**src/rtl/serial_sub.sv**
```systemverilog
`default_nettype none
// +----------------------------------------------------------------------------+
// | Module  : serial_sub                                                        |
// | Brief   : Bit-serial ripple-borrow subtractor, LSB first, one bit per clock |
// | Revision: 1.0  initial release                                              |
// +----------------------------------------------------------------------------+
module serial_sub #(
   parameter int W = 4
) (
   input  logic         clk,
   input  logic         rst,
   input  logic         start,
   input  logic [W-1:0] a,
   input  logic [W-1:0] b,
   input  logic         bi,
   output logic         busy,
   output logic         done,
   output logic [W-1:0] d,
   output logic         bo,
   output logic         zero
);

   localparam int CW = (W > 2) ? $clog2(W) : 1;
   localparam logic [CW-1:0] c_last = CW'(W - 1);

   typedef enum logic [1:0] {
      S_IDLE = 2'd0,
      S_RUN  = 2'd1,
      S_DONE = 2'd2
   } state_t;

   state_t          r_state;
   logic [W-1:0]    r_a;
   logic [W-1:0]    r_b;
   logic            r_brw;
   logic [CW-1:0]   r_cnt;
   logic [W-2:0]    r_acc;
   logic [W-1:0]    r_d;
   logic            r_bo;
   logic            r_busy;
   logic            r_done;

   logic            w_dbit;
   logic            w_bnext;
   logic [W-1:0]    w_dnext;

   assign w_dbit  = r_a[0] ^ r_b[0] ^ r_brw;
   assign w_bnext = (~r_a[0] & r_b[0]) | (~(r_a[0] ^ r_b[0]) & r_brw);
   // Difference bits enter at the top so bit 0 lands in place after W shifts.
   assign w_dnext = {w_dbit, r_acc};

   always_ff @(posedge clk) begin
      if (rst) begin
         r_state <= S_IDLE;
         r_a     <= '0;
         r_b     <= '0;
         r_brw   <= 1'b0;
         r_cnt   <= '0;
         r_acc   <= '0;
         r_d     <= '0;
         r_bo    <= 1'b0;
         r_busy  <= 1'b0;
         r_done  <= 1'b0;
      end else begin
         case (r_state)
            S_IDLE: begin
               r_done <= 1'b0;
               if (start) begin
                  r_a     <= a;
                  r_b     <= b;
                  r_brw   <= bi;
                  r_cnt   <= '0;
                  r_busy  <= 1'b1;
                  r_state <= S_RUN;
               end
            end
            S_RUN: begin
               r_a   <= r_a >> 1;
               r_b   <= r_b >> 1;
               r_brw <= w_bnext;
               r_acc <= w_dnext[W-1:1];
               r_cnt <= r_cnt + CW'(1);
               if (r_cnt == c_last) begin
                  r_d     <= w_dnext;
                  r_bo    <= w_bnext;
                  r_busy  <= 1'b0;
                  r_done  <= 1'b1;
                  r_state <= S_DONE;
               end
            end
            S_DONE: begin
               r_done <= 1'b0;
               if (start) begin
                  r_a     <= a;
                  r_b     <= b;
                  r_brw   <= bi;
                  r_cnt   <= '0;
                  r_busy  <= 1'b1;
                  r_state <= S_RUN;
               end else begin
                  r_state <= S_IDLE;
               end
            end
            default: begin
               r_busy  <= 1'b0;
               r_done  <= 1'b0;
               r_state <= S_IDLE;
            end
         endcase
      end
   end

   assign busy = r_busy;
   assign done = r_done;
   assign d    = r_d;
   assign bo   = r_bo;
   assign zero = ~|r_d;

endmodule
`default_nettype wire

```
**config.mk**
```make
export PLATFORM = sky130hd
export DESIGN_NAME = serial_sub
export DESIGN_NICKNAME = d
export VERILOG_FILES = /design/src/rtl/serial_sub.sv
export SDC_FILE = /design/constraint.sdc
export NUM_CORES = 1
export LEC_CHECK = 0
export CAP_MARGIN = 15
export CORE_UTILIZATION = 49
export DETAILED_ROUTE_END_ITERATION = 8
export GPL_ROUTABILITY_DRIVEN = 0
export PLACE_DENSITY = 0.88
export SLEW_MARGIN = 30
export SYNTH_ARGS = -nofsm -noshare
export SYNTH_HDL_FRONTEND = slang
export SYNTH_SLANG_ARGS = --single-unit
```
**constraint.sdc**
```tcl
create_clock -name clk -period 1.5 [get_ports clk]
set_input_delay 0.15 -clock clk [delete_from_list [all_inputs] [get_ports clk]]
set_output_delay 0.15 -clock clk [all_outputs]
set_load 0.05 [all_outputs]
```
**Word level (Yosys, flattened, before mapping)**

Cells that the tools add are included.

- $add $sub $neg: 1
- Eq/ne operators: 6
- Mux-type cells: 15
- Bitwise gates (word level): 8
- Reduce and logical (&&, ||, !) cells: 10

Operator list:

| cell | count |
|---|---|
| 4-bit one-hot mux with 2 select lines | 2 |
| 4-bit two-way mux | 2 |
| 2-bit AND reduction | 4 |
| 2-bit two-way mux | 3 |
| 2-bit one-hot mux with 3 select lines | 1 |
| 2-bit equality test, second input constant | 2 |
| 1-bit two-way mux | 4 |
| 2-bit inequality test, second input constant | 2 |
| 1-bit one-hot mux with 2 select lines | 2 |
| 2-bit one-hot mux with 2 select lines | 1 |
| 2-bit OR reduction | 2 |
| 4-bit OR reduction | 1 |
| 1-bit NOT | 3 |
| 2-bit by 1-bit adder with 2-bit output, second input constant | 1 |
| 1-bit AND | 2 |
| 2-bit by 1-bit equality test with 1-bit output, second input constant | 1 |
| 2-bit zero test | 1 |
| 2-bit by 1-bit inequality test with 1-bit output, second input constant | 1 |
| 2-bit nonzero test | 1 |
| 1-bit bitwise XOR | 2 |
| 1-bit zero test | 1 |
| 1-bit OR | 1 |

- Bits in registers: 23
- Input bits: 12
- Output and inout bits: 8
- Logic and storage cells: 50

**Longest topological paths before layout**

Gate-level depths: netlist of run 1.

- Depth after elaboration: 5
- Gate-level depth with buffers: 5
- Mapped depth without buffers: 5

**Worst setup path before layout of run 1**

Ideal clock, no wire load.

- Path kind: reg-to-output
- Start point: register r_d[0] (netlist: d[0])
- End point: output port zero
- Data arrival time: 2.077 ns
- Required time: 1.350 ns
- Setup slack: -0.727 ns
- Cell stages (with the launch flop): 2
- Buffers on the path: 0
- Cells stage by stage: dfxtp_1 nor4_1

- Cells in the longest elaborated chain, start to end: 2

RTL lines:

| element | line | text |
|---|---|---|
| start, declared | 38 | `logic [W-1:0] r_d;` |
| start signal, assigned | 84 | `r_d <= w_dnext;` |
| 4-bit OR reduction | 117 | `assign zero = ~\|r_d;` |
| 1-bit zero test | 117 |  |
| end, declared | 20 | `output logic zero` |

No other way between the ends.

**Worst setup path after layout of run 1**

Same ends and word-level chain as after synthesis.

==> results.txt, run 1 <==
Synth top area cells: dfxtp_1 45%, mux2i_1 7.9%, a21oi_1 5.9%
First-pass detailed-route iteration total: 4
Critical Path AT: 1.16 ns
Layout cell share with drive strength beyond 1: 0.1840
R2R setup slack: 0.22 ns
Post_cts resized: 0
Slew HR: 0.7243
CTS buffer count: 3
I/O Buffers: 19
Antenna violations before repair: 0
Clk buf depth: 2
Gr ovfl total: 0
Fin Clk Skew: 0.007393 ns
Reg2Reg Depth: 3
Pwr Density: 936.0 mW/mm^2
Cell taking the most area after synthesis: dfxtp_1
Count leader, synth: dfxtp_1
Hold Crit Start: b[3]
Worst path required time: 1.35 ns
Drt first-iter violations: 21
Die height: 47.59 um
Routed vias: 800
Yosys warnings: 0
VDD IR-drop max: 0.0005573 V
GRT Total Usage: 0.1847
Syn nets: 121
Via density: 5.263
Fillers: 177
CORE AREA: 0.001962 mm^2
Sequential-to-total area share from yosys stat: 0.4521
Worst Hold Class: in2reg
Synth cell count leaders: 23 x dfxtp_1, 13 x nand2_1, 12 x a21oi_1, 8 x mux2i_1, 8 x nand3_1
Unrepaired setup endpoints after global routing: no
FF-to-FF Start: r_state[0]$_SDFFE_PP0P_
Setup CP Type: reg2out
Post-DP HPWL: 1367 um
Synth top area share: 0.4521
Row count: 16
Distinct cell type count after synthesis: 27
Total die area: 0.002265 mm^2
Status: complete, no violations
Yosys reg bits: 23
Ports: 20
Root buffer cell: clkbuf_4
Largest net degree at the start of global routing: 24
Htree depth: 1
Worst Tran Pin Value: 0.4136 ns
Vias in the first global route: 698
Number of flops mapped to enable cells by yosys: 0
First-pass GRT wire length: 2918 um
Clk pin slew, worst setup/hold paths: 0.12 ns
Hold path depth: 3
Routed WL: 1897 um
Slew Viols, Final: 0
CP Max Fanout: 3
Wire length per cell: 12.48 um
Diode count: 0
CTS tree: done
Worst skew pair latency: 0.30 ns
Fmax: 765.9 MHz
Final critical-path required period: 1.306 ns
Reported max-cap violation count: 0
Final setup vio count: 0
Async S/R FF share, synth: 0
Synth Instances: 107
ANT nets after route: 0
Leakage power: 0.4743 nW
WHS Endpoint: r_b[3]$_SDFFE_PP0P_
Post-Synthesis Cell Area: 0.001018 mm^2
Final #Nets: 140
Reg-to-Reg End: r_brw$_SDFFE_PP0P_
Area grow syn2layout: 20.64%
Syn Area/Cell: 9.518 um^2
Top_reg_cell synth: dfxtp_1
Hold Vio Cnt, Final: 0
Crit end category: output pin
Pre-CTS setup slack: 0.2150 ns
Post-CTS setup buffers: 0
Detailed-route DRC error count: 0
Setup slack after layout: 0.1943 ns
Initial Util: 0.5191
Hold buffer count at cts: 0
CTS Sinks: 23
Tcrit/Tclk final: 0.8704
Die span in x: 47.59 um
Type of element launching the critical path: register
Setup tns final: 0 ns
## routing by layer
layer,share of wire,global-route usage,up-vias
li1,-,-,404
met1,0.46,0.2173,383
met2,0.51,0.3342,11
met3,0.024,0.03396,2
met4,0.010,0.06667,0
met5,0,0,-
## state kept, by name, summed over array words and instances (netlist names), 2 cells and up
| signal | flops |
|---|---|
| d | 4 |
| r_a | 4 |
| r_acc | 3 |
| r_b | 4 |
| r_cnt | 2 |
| r_state | 2 |
## final cells by class
cell class / instances / area [um^2] / share of cell area
Timing Repair Buffer: 22 / 205.2 / 0.1670
Clock buffer: 4 / 26.28 / 0.02138
Multi-Input combinational cell: 73 / 491.7 / 0.4002
Inverter: 3 / 11.26 / 0.009165
Tap cell: 27 / 33.78 / 0.02749
Sequential cell: 23 / 460.4 / 0.3747
## logic make-up after synthesis
| logic type | synth area share |
|---|---|
| simple gates | 0.2248 |
| flops | 0.4521 |
| compound gates | 0.1327 |
| buf+inv | 0.07984 |
| mux | 0.07863 |
| fa+ha+maj | 0.03194 |
## stage by stage
| stage | total power, mW | hold slack (ns) | util | instance area, um^2 | std cells |
|---|---|---|---|---|---|
| 5_1_grt | 1.213 | 0.3891 | 0.6263 | 1229 | 152 |
| 3_3_place_gp | 0.8824 | 0.4458 | 0.6129 | 1202 | 148 |
| 4_1_cts | 1.160 | 0.3817 | 0.6263 | 1229 | 152 |
| 6_report | 1.150 | 0.3865 | 0.6263 | 1229 | 152 |
| 2_1_floorplan | 0.8455 | 0.2228 | - | 1033 | 107 |
| 3_5_place_dp | 0.8896 | 0.4528 | 0.6129 | 1202 | 148 |
## power breakdown
part / total, mW / internal (mW) / leakage [nW] / switching, mW
clock network: 0.271 / 0.103 / 0.0150 / 0.167
logic: 0.207 / 0.0983 / 0.271 / 0.109
registers: 0.672 / 0.647 / 0.188 / 0.0252
total: 1.15 / 0.848 / 0.474 / 0.302
## worst max path at each step
stage                            from  cells past startpoint  slack [ns]                   to
detailed placement              start                      4        0.21   r_brw$_SDFFE_PP0P_
global route        d[0]$_SDFFE_PP0P_                      2        0.10                 zero
CTS                 d[0]$_SDFFE_PP0P_                      2        0.18                 zero
floorplan           d[0]$_SDFFE_PP0P_                      1        0.13                 zero
global placement                start                      4        0.27  r_b[1]$_SDFFE_PP0P_
finish              d[0]$_SDFFE_PP0P_                      2        0.19                 zero
## layout by cell type (no fill, tap or decap), types with 2 or more instances in the layout
master / Yosys / layout
a211oi_1: 5 / 5
a211oi_2: 2 / 2
a21oi_1: 12 / 12
buf_4: 1 / 10
clkbuf_4: 0 / 3
clkdlybuf4s50_1: 0 / 11
dfxtp_1: 23 / 23
inv_1: 3 / 3
mux2i_1: 8 / 8
nand2_1: 13 / 13
nand2b_1: 2 / 2
nand3_1: 8 / 8
nor2_1: 5 / 5
nor3_1: 6 / 6
nor3_2: 2 / 2
## worst max-delay path: stages (launching register included)
cell	delay [ns]
dfxtp_1	0.36
nor4_4	0.33
buf_12	0.18
No activity file was read; power rests on OpenSTA's default activity.
==> inputs of run 2 (changes only) <==
--- a/config.mk
+++ b/config.mk
@@ -10,6 +10,7 @@
 export DETAILED_ROUTE_END_ITERATION = 8
 export GPL_ROUTABILITY_DRIVEN = 0
 export PLACE_DENSITY = 0.88
+export SKIP_CTS_REPAIR_TIMING = 1
 export SLEW_MARGIN = 30
 export SYNTH_ARGS = -nofsm -noshare
 export SYNTH_HDL_FRONTEND = slang
==> results of run 2 <==
No change in the layout: final DEF, timing and power equal those of run 1.
==> inputs of run 3 (changes only) <==
--- a/config.mk
+++ b/config.mk
@@ -5,7 +5,7 @@
 export SDC_FILE = /design/constraint.sdc
 export NUM_CORES = 1
 export LEC_CHECK = 0
-export CAP_MARGIN = 15
+export CAP_MARGIN = 20
 export CORE_UTILIZATION = 49
 export DETAILED_ROUTE_END_ITERATION = 8
 export GPL_ROUTABILITY_DRIVEN = 0
==> results of run 3 <==
No change in the layout: final DEF, timing and power equal those of run 1.
